<file path="src/rtl/cache_axi_rd_arbiter_if.sv">
// ============================================================================
// Module   : cache_axi_rd_arbiter_if
// Brief    : AXI read address / read data channel bundle for the refill arbiter.
// Revision : 1.0 - initial release
// ============================================================================
`default_nettype none

interface cache_axi_rd_arbiter_if;
    logic [3:0]  arid;
    logic [31:0] araddr;
    logic [7:0]  arlen;
    logic [2:0]  arsize;
    logic [1:0]  arburst;
    logic        arvalid;
    logic        arready;
    logic [3:0]  rid;
    logic [31:0] rdata;
    logic        rlast;
    logic        rvalid;
    logic        rready;

    modport master (
        output arid, araddr, arlen, arsize, arburst, arvalid,
        input  arready,
        input  rid, rdata, rlast, rvalid,
        output rready
    );

    modport slave (
        input  arid, araddr, arlen, arsize, arburst, arvalid,
        output arready,
        output rid, rdata, rlast, rvalid,
        input  rready
    );
endinterface

`default_nettype wire

</file>
<file path="src/rtl/cache_axi_rd_arbiter.sv">
// ============================================================================
// Module   : cache_axi_rd_arbiter
// Brief    : Round-robin arbiter sharing one AXI read port between icache and
//            dcache line refills, one outstanding burst at a time.
// Revision : 1.0 - initial release
// ============================================================================
`default_nettype none

module cache_axi_rd_arbiter #(
    parameter int         LINE_WORDS = 16,
    parameter logic [3:0] ICACHE_ID  = 4'd0,
    parameter logic [3:0] DCACHE_ID  = 4'd1
) (
    input  wire logic        clk,
    input  wire logic        rst,

    input  wire logic        mem_iaddr_req,
    input  wire logic [31:0] mem_addr,
    output logic             mem_iaddr_ok,
    output logic             mem_idata_ok,
    output logic [31:0]      mem_inst_rdata,
    output logic             mem_idata_rlast,

    input  wire logic        mem_daddr_req,
    input  wire logic [31:0] mem_daddr,
    output logic             mem_daddr_ok,
    output logic             mem_ddata_ok,
    output logic [31:0]      mem_data_rdata,
    output logic             mem_ddata_rlast,

    cache_axi_rd_arbiter_if.master axi,

    output logic             protocol_err
);

    localparam int               CNT_W     = $clog2(LINE_WORDS) + 1;
    localparam logic [CNT_W-1:0] LAST_BEAT = CNT_W'(LINE_WORDS - 1);
    localparam logic [CNT_W-1:0] CNT_SAT   = CNT_W'(LINE_WORDS);

    typedef enum logic [1:0] {
        IDLE = 2'd0,
        ADDR = 2'd1,
        DATA = 2'd2
    } state_t;

    state_t           state;
    logic             grant_d;       // 1 = dcache owns the current burst
    logic             last_grant_d;  // 1 = dcache was granted most recently
    logic [31:0]      araddr_q;
    logic [3:0]       arid_q;
    logic             arvalid_q;
    logic             rready_q;
    logic [CNT_W-1:0] beat_cnt;

    logic             pick_d;
    logic             id_match;
    logic             beat_ok;
    logic             err_now;

    // On a tie the port that did not win last time takes the bus.
    assign pick_d   = mem_daddr_req & (~mem_iaddr_req | ~last_grant_d);

    assign id_match = (axi.rid == arid_q);
    assign beat_ok  = rready_q & axi.rvalid & id_match;

    assign err_now  = (axi.rvalid & (state != DATA))
                    | (rready_q & axi.rvalid & ~id_match)
                    | (beat_ok &  axi.rlast & (beat_cnt <  LAST_BEAT))
                    | (beat_ok & ~axi.rlast & (beat_cnt >= LAST_BEAT));

    assign axi.arid    = arid_q;
    assign axi.araddr  = araddr_q;
    assign axi.arlen   = 8'(LINE_WORDS - 1);
    assign axi.arsize  = 3'b010;
    assign axi.arburst = 2'b01;
    assign axi.arvalid = arvalid_q;
    assign axi.rready  = rready_q;

    assign mem_iaddr_ok    = arvalid_q & axi.arready & ~grant_d;
    assign mem_daddr_ok    = arvalid_q & axi.arready &  grant_d;
    assign mem_idata_ok    = beat_ok & ~grant_d;
    assign mem_ddata_ok    = beat_ok &  grant_d;
    assign mem_idata_rlast = beat_ok & axi.rlast & ~grant_d;
    assign mem_ddata_rlast = beat_ok & axi.rlast &  grant_d;
    assign mem_inst_rdata  = axi.rdata;
    assign mem_data_rdata  = axi.rdata;

    always_ff @(posedge clk or negedge rst) begin
        if (!rst) begin
            state        <= IDLE;
            grant_d      <= 1'b0;
            last_grant_d <= 1'b0;
            araddr_q     <= 32'd0;
            arid_q       <= 4'd0;
            arvalid_q    <= 1'b0;
            rready_q     <= 1'b0;
            beat_cnt     <= '0;
            protocol_err <= 1'b0;
        end else begin
            if (err_now) begin
                protocol_err <= 1'b1;
            end
            case (state)
                IDLE: begin
                    if (mem_iaddr_req | mem_daddr_req) begin
                        grant_d      <= pick_d;
                        last_grant_d <= pick_d;
                        araddr_q     <= pick_d ? mem_daddr : mem_addr;
                        arid_q       <= pick_d ? DCACHE_ID : ICACHE_ID;
                        arvalid_q    <= 1'b1;
                        state        <= ADDR;
                    end
                end
                ADDR: begin
                    // The address stays posted even if the requester withdraws.
                    if (axi.arready) begin
                        arvalid_q <= 1'b0;
                        rready_q  <= 1'b1;
                        beat_cnt  <= '0;
                        state     <= DATA;
                    end
                end
                DATA: begin
                    if (beat_ok) begin
                        if (beat_cnt != CNT_SAT) begin
                            beat_cnt <= beat_cnt + 1'b1;
                        end
                        if (axi.rlast) begin
                            rready_q <= 1'b0;
                            state    <= IDLE;
                        end
                    end
                end
                default: begin
                    arvalid_q <= 1'b0;
                    rready_q  <= 1'b0;
                    state     <= IDLE;
                end
            endcase
        end
    end

endmodule

`default_nettype wire

</file>
<file path="src/flat_wrapper.sv">
// flat-port wrapper written by rule: the top's interface ports become plain ports
module cache_axi_rd_arbiter_flat 
#(
    parameter int         LINE_WORDS = 16,
    parameter logic [3:0] ICACHE_ID  = 4'd0,
    parameter logic [3:0] DCACHE_ID  = 4'd1
)
  (clk, rst, mem_iaddr_req, mem_addr, mem_iaddr_ok, mem_idata_ok, mem_inst_rdata, mem_idata_rlast, mem_daddr_req, mem_daddr, mem_daddr_ok, mem_ddata_ok, mem_data_rdata, mem_ddata_rlast, protocol_err, axi_arid, axi_araddr, axi_arlen, axi_arsize, axi_arburst, axi_arvalid, axi_arready, axi_rid, axi_rdata, axi_rlast, axi_rvalid, axi_rready);
  cache_axi_rd_arbiter_if axi_i ();
  input  wire logic clk;
  input  wire logic rst;
  input  wire logic mem_iaddr_req;
  input  wire logic [31:0] mem_addr;
  output logic mem_iaddr_ok;
  output logic mem_idata_ok;
  output logic [31:0] mem_inst_rdata;
  output logic mem_idata_rlast;
  input  wire logic mem_daddr_req;
  input  wire logic [31:0] mem_daddr;
  output logic mem_daddr_ok;
  output logic mem_ddata_ok;
  output logic [31:0] mem_data_rdata;
  output logic mem_ddata_rlast;
  output logic protocol_err;
  output wire logic [$bits(axi_i.arid)-1:0] axi_arid;
  output wire logic [$bits(axi_i.araddr)-1:0] axi_araddr;
  output wire logic [$bits(axi_i.arlen)-1:0] axi_arlen;
  output wire logic [$bits(axi_i.arsize)-1:0] axi_arsize;
  output wire logic [$bits(axi_i.arburst)-1:0] axi_arburst;
  output wire logic [$bits(axi_i.arvalid)-1:0] axi_arvalid;
  input wire logic [$bits(axi_i.arready)-1:0] axi_arready;
  input wire logic [$bits(axi_i.rid)-1:0] axi_rid;
  input wire logic [$bits(axi_i.rdata)-1:0] axi_rdata;
  input wire logic [$bits(axi_i.rlast)-1:0] axi_rlast;
  input wire logic [$bits(axi_i.rvalid)-1:0] axi_rvalid;
  output wire logic [$bits(axi_i.rready)-1:0] axi_rready;
  assign axi_arid = axi_i.arid;
  assign axi_araddr = axi_i.araddr;
  assign axi_arlen = axi_i.arlen;
  assign axi_arsize = axi_i.arsize;
  assign axi_arburst = axi_i.arburst;
  assign axi_arvalid = axi_i.arvalid;
  assign axi_i.arready = axi_arready;
  assign axi_i.rid = axi_rid;
  assign axi_i.rdata = axi_rdata;
  assign axi_i.rlast = axi_rlast;
  assign axi_i.rvalid = axi_rvalid;
  assign axi_rready = axi_i.rready;
  cache_axi_rd_arbiter #(.LINE_WORDS(LINE_WORDS), .ICACHE_ID(ICACHE_ID), .DCACHE_ID(DCACHE_ID)) u_core (.clk(clk), .rst(rst), .mem_iaddr_req(mem_iaddr_req), .mem_addr(mem_addr), .mem_iaddr_ok(mem_iaddr_ok), .mem_idata_ok(mem_idata_ok), .mem_inst_rdata(mem_inst_rdata), .mem_idata_rlast(mem_idata_rlast), .mem_daddr_req(mem_daddr_req), .mem_daddr(mem_daddr), .mem_daddr_ok(mem_daddr_ok), .mem_ddata_ok(mem_ddata_ok), .mem_data_rdata(mem_data_rdata), .mem_ddata_rlast(mem_ddata_rlast), .axi(axi_i), .protocol_err(protocol_err));
endmodule
</file>
<file path="config.mk">
export PLATFORM = sky130hd
export DESIGN_NAME = cache_axi_rd_arbiter_flat
export DESIGN_NICKNAME = d
export VERILOG_FILES = /design/src/rtl/cache_axi_rd_arbiter_if.sv /design/src/rtl/cache_axi_rd_arbiter.sv /design/src/flat_wrapper.sv
export SDC_FILE = /design/constraint.sdc
export NUM_CORES = 1
export LEC_CHECK = 0
export CORE_MARGIN = 2
export CORE_UTILIZATION = 30
export CTS_BUF_LIST = sky130_fd_sc_hd__clkbuf_4 sky130_fd_sc_hd__clkbuf_8
export DETAILED_ROUTE_END_ITERATION = 8
export GPL_ROUTABILITY_DRIVEN = 0
export GPL_TIMING_DRIVEN = 0
export PLACE_DENSITY = 0.78
export SLEW_MARGIN = 20
export SYNTH_ARGS = -nofsm -noshare
export SYNTH_HDL_FRONTEND = slang
export SYNTH_SLANG_ARGS = --single-unit
</file>
<file path="constraint.sdc">
create_clock -name clk -period 2.25 [get_ports clk]
set_clock_uncertainty 0.15 [all_clocks]
set_input_delay 0.675 -clock clk [delete_from_list [all_inputs] [get_ports clk]]
set_output_delay 0.675 -clock clk [all_outputs]
set_load 0.01 [all_outputs]
</file>
==> impl_metrics.xml <==
<?xml version="1.0" encoding="UTF-8"?>
<metrics>
  <group name="grt">
    <metric name="total_overflow_reported_by_the_global_router" unit="">0</metric>
    <metric name="grt_antenna_before_repair" unit="">0</metric>
    <metric name="met3_layer_usage_reported_by_global_route" unit="%">4.87</metric>
    <metric name="largest_net_degree_at_the_start_of_global_routing" unit="">25</metric>
    <metric name="groute.layer.met2.usage" unit="%">25.9</metric>
    <metric name="grt.busiest_layer" unit="">met2</metric>
    <metric name="number_of_global_route_vias_before_repair" unit="">2547</metric>
    <metric name="grt_first_pass_wirelength" unit="µm">11700</metric>
    <metric name="grt_usage" unit="%">14.5</metric>
    <metric name="grtUsageMet1" unit="%">16.8</metric>
  </group>
  <group name="logic_synthesis">
    <metric name="yosys_register_bits" unit="">43</metric>
    <metric name="avgSynthCellArea" unit="µm²">9.44</metric>
    <metric name="mapped_cell_area" unit="mm²">0.00278</metric>
    <metric name="seq_total_area_yosys" unit="%">38.7</metric>
    <metric name="yosysWarningCount" unit="">0</metric>
    <metric name="synth_fa_ha_area_share" unit="%">1.35</metric>
    <metric name="synth_mux_area_share" unit="%">12.8</metric>
    <metric name="synth_cells" unit="">295</metric>
    <metric name="synth-compound-area-share" unit="%">10.4</metric>
    <metric name="synthSimpleGateAreaFrac" unit="%">11.5</metric>
    <metric name="synth_top_family_by_area" unit="">buffers and inverters</metric>
    <metric name="synth_cell_types" unit="">37</metric>
    <metric name="post_synth_xor_area_fraction" unit="%">0.584</metric>
  </group>
  <group name="drt">
    <metric name="drt-wirelength-per-cell" unit="µm">12.2</metric>
    <metric name="route.vias.total" unit="">2673</metric>
    <metric name="first_iter_violations" unit="">84</metric>
    <metric name="routed_wl" unit="µm">7550</metric>
    <metric name="firstDrtPassIters" unit="">3</metric>
    <metric name="drcViolationCount" unit="">0</metric>
    <metric name="post_drt_via_cell_ratio" unit="">4.33</metric>
    <metric name="drt.antenna.violating_nets" unit="">0</metric>
  </group>
  <group name="outcome">
    <metric name="status" unit="">finished, violations left</metric>
    <metric name="violations_in_the_final_reports" unit="">setup timing</metric>
  </group>
  <group name="worst_setup_path">
    <metric name="r2r-start" unit="">u_core.beat_cnt[0]</metric>
    <metric name="path_max_fanout" unit="">3</metric>
    <metric name="crit_path_top_delay_cell" unit="">sky130_fd_sc_hd__or3_4</metric>
    <metric name="timing.reg2reg.worst_path_depth" unit="">6</metric>
    <metric name="r2r_setup_slack" unit="ns">0.17</metric>
    <metric name="start_kind" unit="">input pin</metric>
    <metric name="timing_worst_setup_path_type" unit="">input pin to output pin</metric>
    <metric name="cp_data_arrival_time" unit="ns">1.70</metric>
    <metric name="crit_start" unit="">axi_rid[1]</metric>
    <metric name="crit_path_frequent_cell" unit="">sky130_fd_sc_hd__buf_6</metric>
    <metric name="path_cells" unit="">buf_6 -&gt; or3_4 -&gt; nor3_4 -&gt; and2_4 -&gt; nor2b_4 -&gt; buf_6</metric>
    <metric name="critPathRequiredTime" unit="ns">1.42</metric>
    <metric name="capture_point_of_the_worst_reg_to_reg_path" unit="">u_core.beat_cnt[4]</metric>
    <metric name="cp-end-kind" unit="">output pin</metric>
    <metric name="highest_cell_delay_on_the_worst_timing_path" unit="ns">0.40</metric>
  </group>
  <group name="floorplanning">
    <metric name="initial_utilization" unit="%">30.6</metric>
    <metric name="die-area" unit="mm²">0.0101</metric>
    <metric name="core_area" unit="mm²">0.00911</metric>
    <metric name="die_height" unit="µm">100</metric>
    <metric name="rows" unit="">35</metric>
    <metric name="top_level_ports" unit="">229</metric>
    <metric name="fp.dieW" unit="µm">100</metric>
  </group>
  <group name="timing">
    <metric name="worst-slew-pin-transition" unit="ns">0.505</metric>
    <metric name="hold_violations" unit="">0</metric>
    <metric name="hold_ws" unit="ns">0.185</metric>
    <metric name="max-slew-margin-rel" unit="%">66.4</metric>
    <metric name="maxClockFrequency" unit="MHz">396</metric>
    <metric name="post-route-period-util" unit="%">112</metric>
    <metric name="timing_max_transition_violations_final" unit="">0</metric>
    <metric name="setup_tns" unit="ns">-0.938</metric>
    <metric name="setup_violations" unit="">4</metric>
    <metric name="unrepaired_setup_endpoints_after_global_routing" unit="">true</metric>
    <metric name="final_worst_setup_slack" unit="ns">-0.274</metric>
    <metric name="timing.final.crit_period" unit="ns">2.52</metric>
  </group>
  <group name="clocking">
    <metric name="cts_inserted_buffers" unit="">5</metric>
    <metric name="cts_hold_buffers" unit="">0</metric>
    <metric name="cts_root_buf" unit="">sky130_fd_sc_hd__clkbuf_8</metric>
    <metric name="cts_tree" unit="">yes</metric>
    <metric name="clkSinkCount" unit="">43</metric>
    <metric name="clkTransAtPathRegs" unit="ns">0.09</metric>
    <metric name="clk_latency" unit="ns">0.29</metric>
    <metric name="cts_max_path_buffers" unit="">2</metric>
    <metric name="cts.htree.levels" unit="">2</metric>
  </group>
  <group name="power">
    <metric name="comb_power_share" unit="%">53.3</metric>
    <metric name="p_leak" unit="nW">2.25</metric>
    <metric name="totalPowerFinal" unit="mW">4.32</metric>
    <metric name="power.ir.vdd_worst" unit="µV">541</metric>
    <metric name="clkPwrFrac" unit="%">16.6</metric>
    <metric name="net-switching-power" unit="mW">1.50</metric>
    <metric name="pwr_density_cell" unit="mW/mm²">859</metric>
    <metric name="power.share.sequential" unit="%">30.0</metric>
    <metric name="swShare" unit="%">34.8</metric>
    <metric name="internal_power" unit="mW">2.82</metric>
  </group>
  <group name="final_layout">
    <metric name="layout.core_utilization" unit="%">55.2</metric>
    <metric name="fin_area" unit="mm²">0.00503</metric>
    <metric name="instances_no_fill" unit="">617</metric>
    <metric name="nets" unit="">615</metric>
    <metric name="highest_count_cells_in_the_layout_ignoring_fill_and_taps" unit="">sky130_fd_sc_hd__clkdlybuf4s50_1, sky130_fd_sc_hd__buf_4, sky130_fd_sc_hd__dfrtp_1, sky130_fd_sc_hd__nor2_1, sky130_fd_sc_hd__a21oi_1</metric>
    <metric name="mostFrequentLayoutCell" unit="">sky130_fd_sc_hd__clkdlybuf4s50_1</metric>
    <metric name="area.growth.synth_to_final" unit="%">80.8</metric>
    <metric name="drive_gt1_share" unit="%">26.1</metric>
    <metric name="nFillCells" unit="">793</metric>
    <metric name="antenna_cells_inserted" unit="">0</metric>
  </group>
  <group name="placed_design">
    <metric name="postPlaceCellArea" unit="mm²">0.00481</metric>
    <metric name="place_hpwl" unit="µm">6190</metric>
    <metric name="number_of_buffers_added_on_ports" unit="">180</metric>
    <metric name="dpl.cell_count" unit="">601</metric>
    <metric name="place_ws" unit="ns">-1.14</metric>
  </group>
  <group name="min_path">
    <metric name="path_class_of_the_lowest_slack_min_delay_path" unit="">input pin to async pin</metric>
  </group>
  <group name="run">
    <metric name="cap_violations" unit="">0</metric>
  </group>
</metrics>
## registers in the layout, indices dropped and copies added (netlist names)
register and flops:
u_core.beat_cnt 5, u_core.axi.arid 1, u_core.axi.araddr 32, u_core.protocol_err 1, u_core.axi.rready 1, u_core.axi.arvalid 1, u_core.state 2
## layer usage
metal | wire length [µm] | up-vias
met5 | 0 | -
met4 | 91 | 0
met3 | 750 | 8
met2 | 3880 | 127
met1 | 2830 | 1224
li1 | - | 1314
## synthesized netlist by cell type
library cell | n | area (µm²)
sky130_fd_sc_hd__buf_2 | 7 | 35.0
sky130_fd_sc_hd__nor4_4 | 1 | 21.3
sky130_fd_sc_hd__mux2_4 | 1 | 15.0
sky130_fd_sc_hd__ha_1 | 3 | 37.5
sky130_fd_sc_hd__o22ai_1 | 2 | 12.5
sky130_fd_sc_hd__nor2_1 | 38 | 143
sky130_fd_sc_hd__nor3_1 | 3 | 15.0
sky130_fd_sc_hd__and3_1 | 3 | 18.8
sky130_fd_sc_hd__nand3_1 | 1 | 5.00
sky130_fd_sc_hd__a21oi_1 | 36 | 180
sky130_fd_sc_hd__nand2_1 | 6 | 22.5
sky130_fd_sc_hd__or3_4 | 1 | 11.3
sky130_fd_sc_hd__a211oi_1 | 1 | 7.51
sky130_fd_sc_hd__a41oi_1 | 2 | 17.5
sky130_fd_sc_hd__mux2_2 | 1 | 11.3
sky130_fd_sc_hd__a31oi_1 | 2 | 12.5
sky130_fd_sc_hd__nand2b_1 | 1 | 6.26
sky130_fd_sc_hd__buf_4 | 81 | 608
sky130_fd_sc_hd__nor2b_1 | 2 | 12.5
sky130_fd_sc_hd__and2_1 | 2 | 12.5
sky130_fd_sc_hd__inv_1 | 5 | 18.8
sky130_fd_sc_hd__nand4b_1 | 1 | 8.76
sky130_fd_sc_hd__o21ai_0 | 1 | 5.00
sky130_fd_sc_hd__nor3b_1 | 1 | 7.51
sky130_fd_sc_hd__o32ai_1 | 1 | 8.76
sky130_fd_sc_hd__nor4_1 | 2 | 12.5
sky130_fd_sc_hd__o21bai_4 | 1 | 18.8
sky130_fd_sc_hd__xor2_2 | 1 | 16.3
sky130_fd_sc_hd__and4bb_2 | 1 | 12.5
sky130_fd_sc_hd__conb_1 | 2 | 7.51
sky130_fd_sc_hd__mux2i_1 | 33 | 330
sky130_fd_sc_hd__dfrtp_1 | 43 | 1080
sky130_fd_sc_hd__o22a_1 | 1 | 8.76
sky130_fd_sc_hd__nor3_2 | 1 | 10.0
sky130_fd_sc_hd__o21a_1 | 1 | 7.51
sky130_fd_sc_hd__clkbuf_1 | 5 | 18.8
sky130_fd_sc_hd__a21boi_2 | 1 | 11.3
## layout make-up
class,instances,area [µm²],area share [%]
clock inverter,2,60.1,1.19
clock buffer,6,76.3,1.52
tap,111,139,2.76
timing repair buffer,189,1850,36.8
buffer,93,681,13.5
multi-input combinational,168,1130,22.4
inverter,5,18.8,0.373
sequential,43,1080,21.4
## power by group through the flow
| stage | Clock, mW | Combinational, mW | Sequential (mW) |
|---|---|---|---|
| 6_report | 0.719 | 2.30 | 1.30 |
| 5_1_grt | 0.778 | 2.52 | 1.35 |
| 4_1_cts | 0.738 | 2.27 | 1.30 |
| 3_5_place_dp | 0 | 2.22 | 1.31 |
| 3_3_place_gp | 0 | 2.19 | 1.29 |
| 2_1_floorplan | 0 | 0.957 | 1.43 |
## worst max-delay path: cells and delay by family
family | cells | cell delay [ns]
buffers and inverters | 2 | 0.19
and+or+nand+nor | 4 | 0.83
## cells by family after synthesis
family          Yosys count
mux                      35
other cells               2
fa+ha+maj                 3
buf+inv                  98
simple gates             64
flops                    43
compound gates           49
xor+xnor                  1
## timing repair
action / 4_1_cts / 5_1_grt
endpoints found under the setup margin: 37 / 34
hold endpoints to repair: 0 / 0
pin swaps: 5 / 2
buffers inserted: 3 / 5
resized for setup: 45 / 9
## how the worst max path moves through the flow
stage / cells after the start / to / slack [ns]
6_report: 6 / mem_idata_rlast / -0.27
5_1_grt: 6 / mem_idata_rlast / -0.32
4_1_cts: 6 / mem_idata_rlast / -0.34
3_5_place_dp: 6 / mem_idata_rlast / -1.14
3_3_place_gp: 6 / mem_idata_rlast / -1.11
2_1_floorplan: 4 / mem_idata_rlast / -0.12
No activity file was read; power rests on OpenSTA's default activity.
